### src/rtl/filtez_core.sv
// ---------------------------------------------------------------------------
// filtez_core -- ADPCM zero-section predictor filter.
//
// On ap_start the block reads TAPS entries from the bli (coefficient) and
// dlti (delay-line) memories and accumulates sum(bli[i] * dlti[i]) in a
// 2*DATA_W-bit signed accumulator that wraps modulo 2^(2*DATA_W). The
// accumulator, arithmetic-shifted right by SHIFT and truncated to DATA_W bits,
// is registered onto ap_return when the run completes.
//
// Ports:
//   ap_clk         clock, all state on rising edge
//   ap_rst_n       asynchronous active-low reset
//   ap_start       start request, sampled in IDLE only
//   ap_done        one-cycle pulse, ap_return valid from the next cycle
//   ap_idle        block idle and not being started
//   ap_ready       one-cycle pulse, coincident with ap_done
//   bli_address0   coefficient read address
//   bli_ce0        coefficient read enable
//   bli_q0         coefficient read data, 1-cycle latency
//   dlti_address0  delay-line read address
//   dlti_ce0       delay-line read enable
//   dlti_q0        delay-line read data, 1-cycle latency
//   ap_return      filter result, held until the next completion
// ---------------------------------------------------------------------------
module filtez_core #(
  parameter int TAPS   = 6,
  parameter int ADDR_W = 3,
  parameter int DATA_W = 32,
  parameter int SHIFT  = 14
) (
  input  logic              ap_clk,
  input  logic              ap_rst_n,
  input  logic              ap_start,
  output logic              ap_done,
  output logic              ap_idle,
  output logic              ap_ready,
  output logic [ADDR_W-1:0] bli_address0,
  output logic              bli_ce0,
  input  logic [DATA_W-1:0] bli_q0,
  output logic [ADDR_W-1:0] dlti_address0,
  output logic              dlti_ce0,
  input  logic [DATA_W-1:0] dlti_q0,
  output logic [DATA_W-1:0] ap_return
);

  localparam int                ACC_W    = 2 * DATA_W;
  localparam logic [ADDR_W-1:0] LAST_IDX = ADDR_W'(TAPS - 1);

  typedef enum logic [1:0] {
    S_IDLE  = 2'd0,
    S_READ  = 2'd1,
    S_DRAIN = 2'd2,
    S_DONE  = 2'd3
  } state_t;

  state_t                   state_q, state_d;
  logic [ADDR_W-1:0]        idx_q, idx_d;
  logic                     valid_q, valid_d;
  logic signed [ACC_W-1:0]  acc_q, acc_d;
  logic [DATA_W-1:0]        ret_q, ret_d;

  // Both operands are sign-extended to the accumulator width so the product
  // is the full signed 2*DATA_W-bit result.
  logic signed [ACC_W-1:0]  bli_ext, dlti_ext, prod;

  assign bli_ext  = {{DATA_W{bli_q0[DATA_W-1]}}, bli_q0};
  assign dlti_ext = {{DATA_W{dlti_q0[DATA_W-1]}}, dlti_q0};
  assign prod     = bli_ext * dlti_ext;

  // NOTE: state registers use non-blocking assignments so every flop samples
  // the values from before the edge, independent of statement order.
  always_ff @(posedge ap_clk or negedge ap_rst_n) begin
    if (!ap_rst_n) begin
      state_q <= S_IDLE;
      idx_q   <= '0;
      valid_q <= 1'b0;
      acc_q   <= '0;
      ret_q   <= '0;
    end else begin
      state_q <= state_d;
      idx_q   <= idx_d;
      valid_q <= valid_d;
      acc_q   <= acc_d;
      ret_q   <= ret_d;
    end
  end

  // NOTE: every signal driven here gets a default first, so no path through
  // the case statement leaves one unassigned and infers a latch.
  always_comb begin
    state_d       = state_q;
    idx_d         = idx_q;
    valid_d       = valid_q;
    acc_d         = acc_q;
    ret_d         = ret_q;
    ap_done       = 1'b0;
    ap_ready      = 1'b0;
    ap_idle       = 1'b0;
    bli_ce0       = 1'b0;
    dlti_ce0      = 1'b0;
    bli_address0  = '0;
    dlti_address0 = '0;

    unique case (state_q)
      S_IDLE: begin
        ap_idle = !ap_start;
        if (ap_start) begin
          acc_d   = '0;
          idx_d   = '0;
          valid_d = 1'b0;
          state_d = S_READ;
        end
      end

      S_READ: begin
        bli_ce0       = 1'b1;
        dlti_ce0      = 1'b1;
        bli_address0  = idx_q;
        dlti_address0 = idx_q;
        // Read data lags the address by one cycle; valid_q marks that the
        // q0 inputs currently hold the previous tap.
        if (valid_q) begin
          acc_d = acc_q + prod;
        end
        valid_d = 1'b1;
        idx_d   = idx_q + 1'b1;
        if (idx_q == LAST_IDX) begin
          state_d = S_DRAIN;
        end
      end

      S_DRAIN: begin
        // Last tap's data arrives here; memories hold q0 with ce0 low.
        acc_d   = acc_q + prod;
        state_d = S_DONE;
      end

      S_DONE: begin
        ap_done  = 1'b1;
        ap_ready = 1'b1;
        ret_d    = acc_q[SHIFT+DATA_W-1:SHIFT];
        state_d  = S_IDLE;
      end

      default: state_d = S_IDLE;
    endcase
  end

  assign ap_return = ret_q;

endmodule

### config.mk
export PLATFORM = sky130hd
export DESIGN_NAME = filtez_core
export DESIGN_NICKNAME = d
export VERILOG_FILES = /design/src/rtl/filtez_core.sv
export SDC_FILE = /design/constraint.sdc
export NUM_CORES = 2
export LEC_CHECK = 0
export ABC_AREA = 0
export CAP_MARGIN = 40
export CELL_PAD_IN_SITES_DETAIL_PLACEMENT = 0
export CELL_PAD_IN_SITES_GLOBAL_PLACEMENT = 1
export CORE_ASPECT_RATIO = 1.5
export CORE_MARGIN = 2
export CORE_UTILIZATION = 55
export DETAILED_ROUTE_END_ITERATION = 7
export PLACE_DENSITY_LB_ADDON = 0.1
export SLEW_MARGIN = 5
export SYNTH_ARGS = -nofsm -noshare
export SYNTH_HDL_FRONTEND = slang
export SYNTH_SLANG_ARGS = --single-unit
### constraint.sdc
create_clock -name ap_clk -period 17.04 [get_ports ap_clk]
set_clock_uncertainty 0.05 [all_clocks]
set_input_delay 2.556 -clock ap_clk [delete_from_list [all_inputs] [get_ports ap_clk]]
set_output_delay 2.556 -clock ap_clk [all_outputs]
set_load 0.005 [all_outputs]
==> impl_metrics.env <==
export IMPL_synth_seq_cells=84
export IMPL_cp_required_ns=17.19
export IMPL_antenna_left=0
export IMPL_crit_type="in2reg"
export IMPL_slew_violations=0
export IMPL_overflow=0
export IMPL_synth_enable_flop_cells=0
export IMPL_antenna_found_initial=1
export IMPL_yosys_area_share_xor_xnor_pct=2.314
export IMPL_synth_top_cell_by_area="fa_1"
export IMPL_drtPass1Iterations=6
export IMPL_min_period_over_period_pct=62.17
export IMPL_critical_path_slowest_cell="clkdlybuf4s50_1"
export IMPL_crit_top_cell="fa_1"
export IMPL_clock_latency_ns=0.35
export IMPL_wire_per_inst_um=22.53
export IMPL_synth_compound_area_share_pct=3.723
export IMPL_synth_top_family_by_area="adder cells"
export IMPL_io_buffers=109
export IMPL_placed_area_um2=35290
export IMPL_synthFlopType="dfrtp_1"
export IMPL_clk_pin_slew_ns=0.06
export IMPL_grt_pass1_vias=27350
export IMPL_wl_um=98890
export IMPL_critPathTopFamily="adder cells"
export IMPL_drc=0
export IMPL_synthMuxAreaShare_pct=1.082
export IMPL_stdcell_count=4389
export IMPL_busiest_layer="met2"
export IMPL_yosysSeqAreaShare_pct=6.312
export IMPL_fp_coreArea_um2=60010
export IMPL_drtIter0Drc=1252
export IMPL_hold_viol=0
export IMPL_final_cell_area_um2=35590
export IMPL_grt_max_degree=67
export IMPL_die_h_um=305.4
export IMPL_ys_warn_count=0
export IMPL_start_kind="input port"
export IMPL_use_met1_pct=33.88
export IMPL_critPathBufInv=7
export IMPL_synthArstFlopShare_pct=100.0
export IMPL_start_util_pct=55.50
export IMPL_synth_common_cells="989 x inv_1, 853 x fa_1, 483 x nand2_1, 420 x and2_1, 186 x ha_1"
export IMPL_clk_path_buf_depth=2
export IMPL_syn2layout_area_growth_pct=6.875
export IMPL_gp_congestion=0.9389
export IMPL_synthCells=3611
export IMPL_drv_cap=0
export IMPL_dp_cells=4372
export IMPL_die_w_um=204.9
export IMPL_dp_hpwl_um=82000
export IMPL_synth_cell_types=62
export IMPL_synthAdderAreaFrac_pct=58.26
export IMPL_min_path_type="reg2reg"
export IMPL_grtUsageMet2_pct=62.31
export IMPL_fin_crit_ns=10.59
export IMPL_postCtsSetupBuffers=0
export IMPL_drive_gt1_share_pct=3.579
export IMPL_num_io_pins=110
export IMPL_relSlewSlack_pct=39.39
export IMPL_grt_met3_usage_pct=3.230
export IMPL_worst_setup_path_end_kind="flop"
export IMPL_cts_sinks=84
export IMPL_synthesis_area_um2=33300
export IMPL_die_area_um2=62580
export IMPL_worstMarginPinSlew_ns=0.9063
export IMPL_setup_tns_ns=0
export IMPL_crit_arrival_ns=10.74
export IMPL_grt_pass1_wl_um=154800
export IMPL_h_tree_depth=3
export IMPL_holdBufCountCts=0
export IMPL_cts_resized=0
export IMPL_setup_viol=0
export IMPL_numCtsBuffers=9
export IMPL_dr_total_vias=24020
export IMPL_ctsRootBufferMaster="clkbuf_16"
export IMPL_routed_via_density=5.473
export IMPL_syn_nets=4717
export IMPL_synthSimpleGateAreaFrac_pct=14.89
export IMPL_yosys_top_cells_area="fa_1 51%, inv_1 11%, and2_1 7.9%"
export IMPL_outcome="finished clean"
export IMPL_timing_fmax_ghz=0.09439
export IMPL_rsz0062_at_grt="false"
export IMPL_cts_tree="yes"
export IMPL_crit_fanout=21
export IMPL_synthDominantCellAreaShare_pct=51.28
export IMPL_row_count=110
export IMPL_cpPeakStageDelay_ns=0.87
export IMPL_gr_usage_all_layers_pct=33.41
export IMPL_nNetsFinal=4705
export IMPL_synth_area_per_cell_um2=9.223
export IMPL_yosysMostFrequentCell="inv_1"
logic make-up after synthesis:
group | count (synthesis)
buf+inv | 1184
fa+ha+maj | 1039
simple gates | 997
compound gates | 187
xor+xnor | 88
flops | 84
mux | 32
worst paths after layout:
kind	startpoint	end	slack, ns	depth (start not counted)
worst max-delay path	dlti_q0[2]	acc_q[44]$_DFFE_PN0P_	6.45	26
worst min-delay path	acc_q[0]$_DFFE_PN0P_	acc_q[0]$_DFFE_PN0P_	0.43	2
worst max register to register	acc_q[29]$_DFFE_PN0P_	acc_q[44]$_DFFE_PN0P_	9.33	24
worst min register to register	acc_q[0]$_DFFE_PN0P_	acc_q[0]$_DFFE_PN0P_	0.43	2
max in group asynchronous	ap_rst_n	acc_q[17]$_DFFE_PN0P_	14.27	2
min in group asynchronous	ap_rst_n	ap_return[31]$_DFFE_PN0P_	2.04	1
placed cells by master, fill, tap and decap left out, types with 3 or more instances in the layout:
cell,count
clkbuf_1,3
nand2b_1,9
a21oi_1,55
xor2_1,22
mux2_2,32
nand3_1,16
dfrtp_1,84
o21ai_0,29
fa_1,853
nor2_1,26
o21a_1,3
a31oi_1,5
nor3_1,4
clkbuf_16,9
inv_1,989
and2_1,420
xnor2_1,66
a211oi_1,5
o31ai_1,5
buf_4,49
nand2_1,483
nand4_1,7
o22ai_1,32
nor2b_1,16
or3_1,3
o21bai_1,5
clkdlybuf4s50_1,107
buf_16,7
ha_1,185
buf_8,8
a21o_1,20
worst reg2reg max path: cells and delay by family (launching register included):
family                     cells  cell delay, ns
buffers and inverters          6            0.44
AOI/OAI and AO/OA              8            1.85
xor gates and xnor gates       1            0.18
DFF                            1            0.37
adders and majority gates      9            4.67
layout make-up:
| type | instances | area (um^2) |
|---|---|---|
| multi-input combinational | 2343 | 26740 |
| fill | 5400 | 24410 |
| inverter | 989 | 3712 |
| sequential | 84 | 2102 |
| timing repair buffer | 172 | 1757 |
| tap | 784 | 980.9 |
| clock buffer | 13 | 250.2 |
| clock inverter | 3 | 46.29 |
| antenna | 1 | 2.502 |
per-stage QoR:
stage / util [%] / worst slack [ns] / hold slack, ns
5_1_grt: 59.31 / 6.256 / 0.4530
4_1_cts: 59.31 / 6.592 / 0.4338
3_3_place_gp: 58.29 / 5.901 / 0.4060
2_1_floorplan: - / 7.548 / 0.3953
3_5_place_dp: 58.82 / 6.268 / 0.4194
6_report: 59.31 / 6.446 / 0.4285
metal layers:
metal	vias to the layer above	wire (um)
met5	-	0
met2	803	54940
li1	10200	-
met4	0	9474
met1	12690	30780
met3	334	3707
state kept, by name, summed over array words and instances, names as in the netlist:
signal	cells
acc_q	46
ap_return	32
idx_q	3
state_q	2
valid_q	1
Power is left out: the tool's default activity adds up to more than one toggle a clock period on the data nets, which glitch-free logic cannot reach.
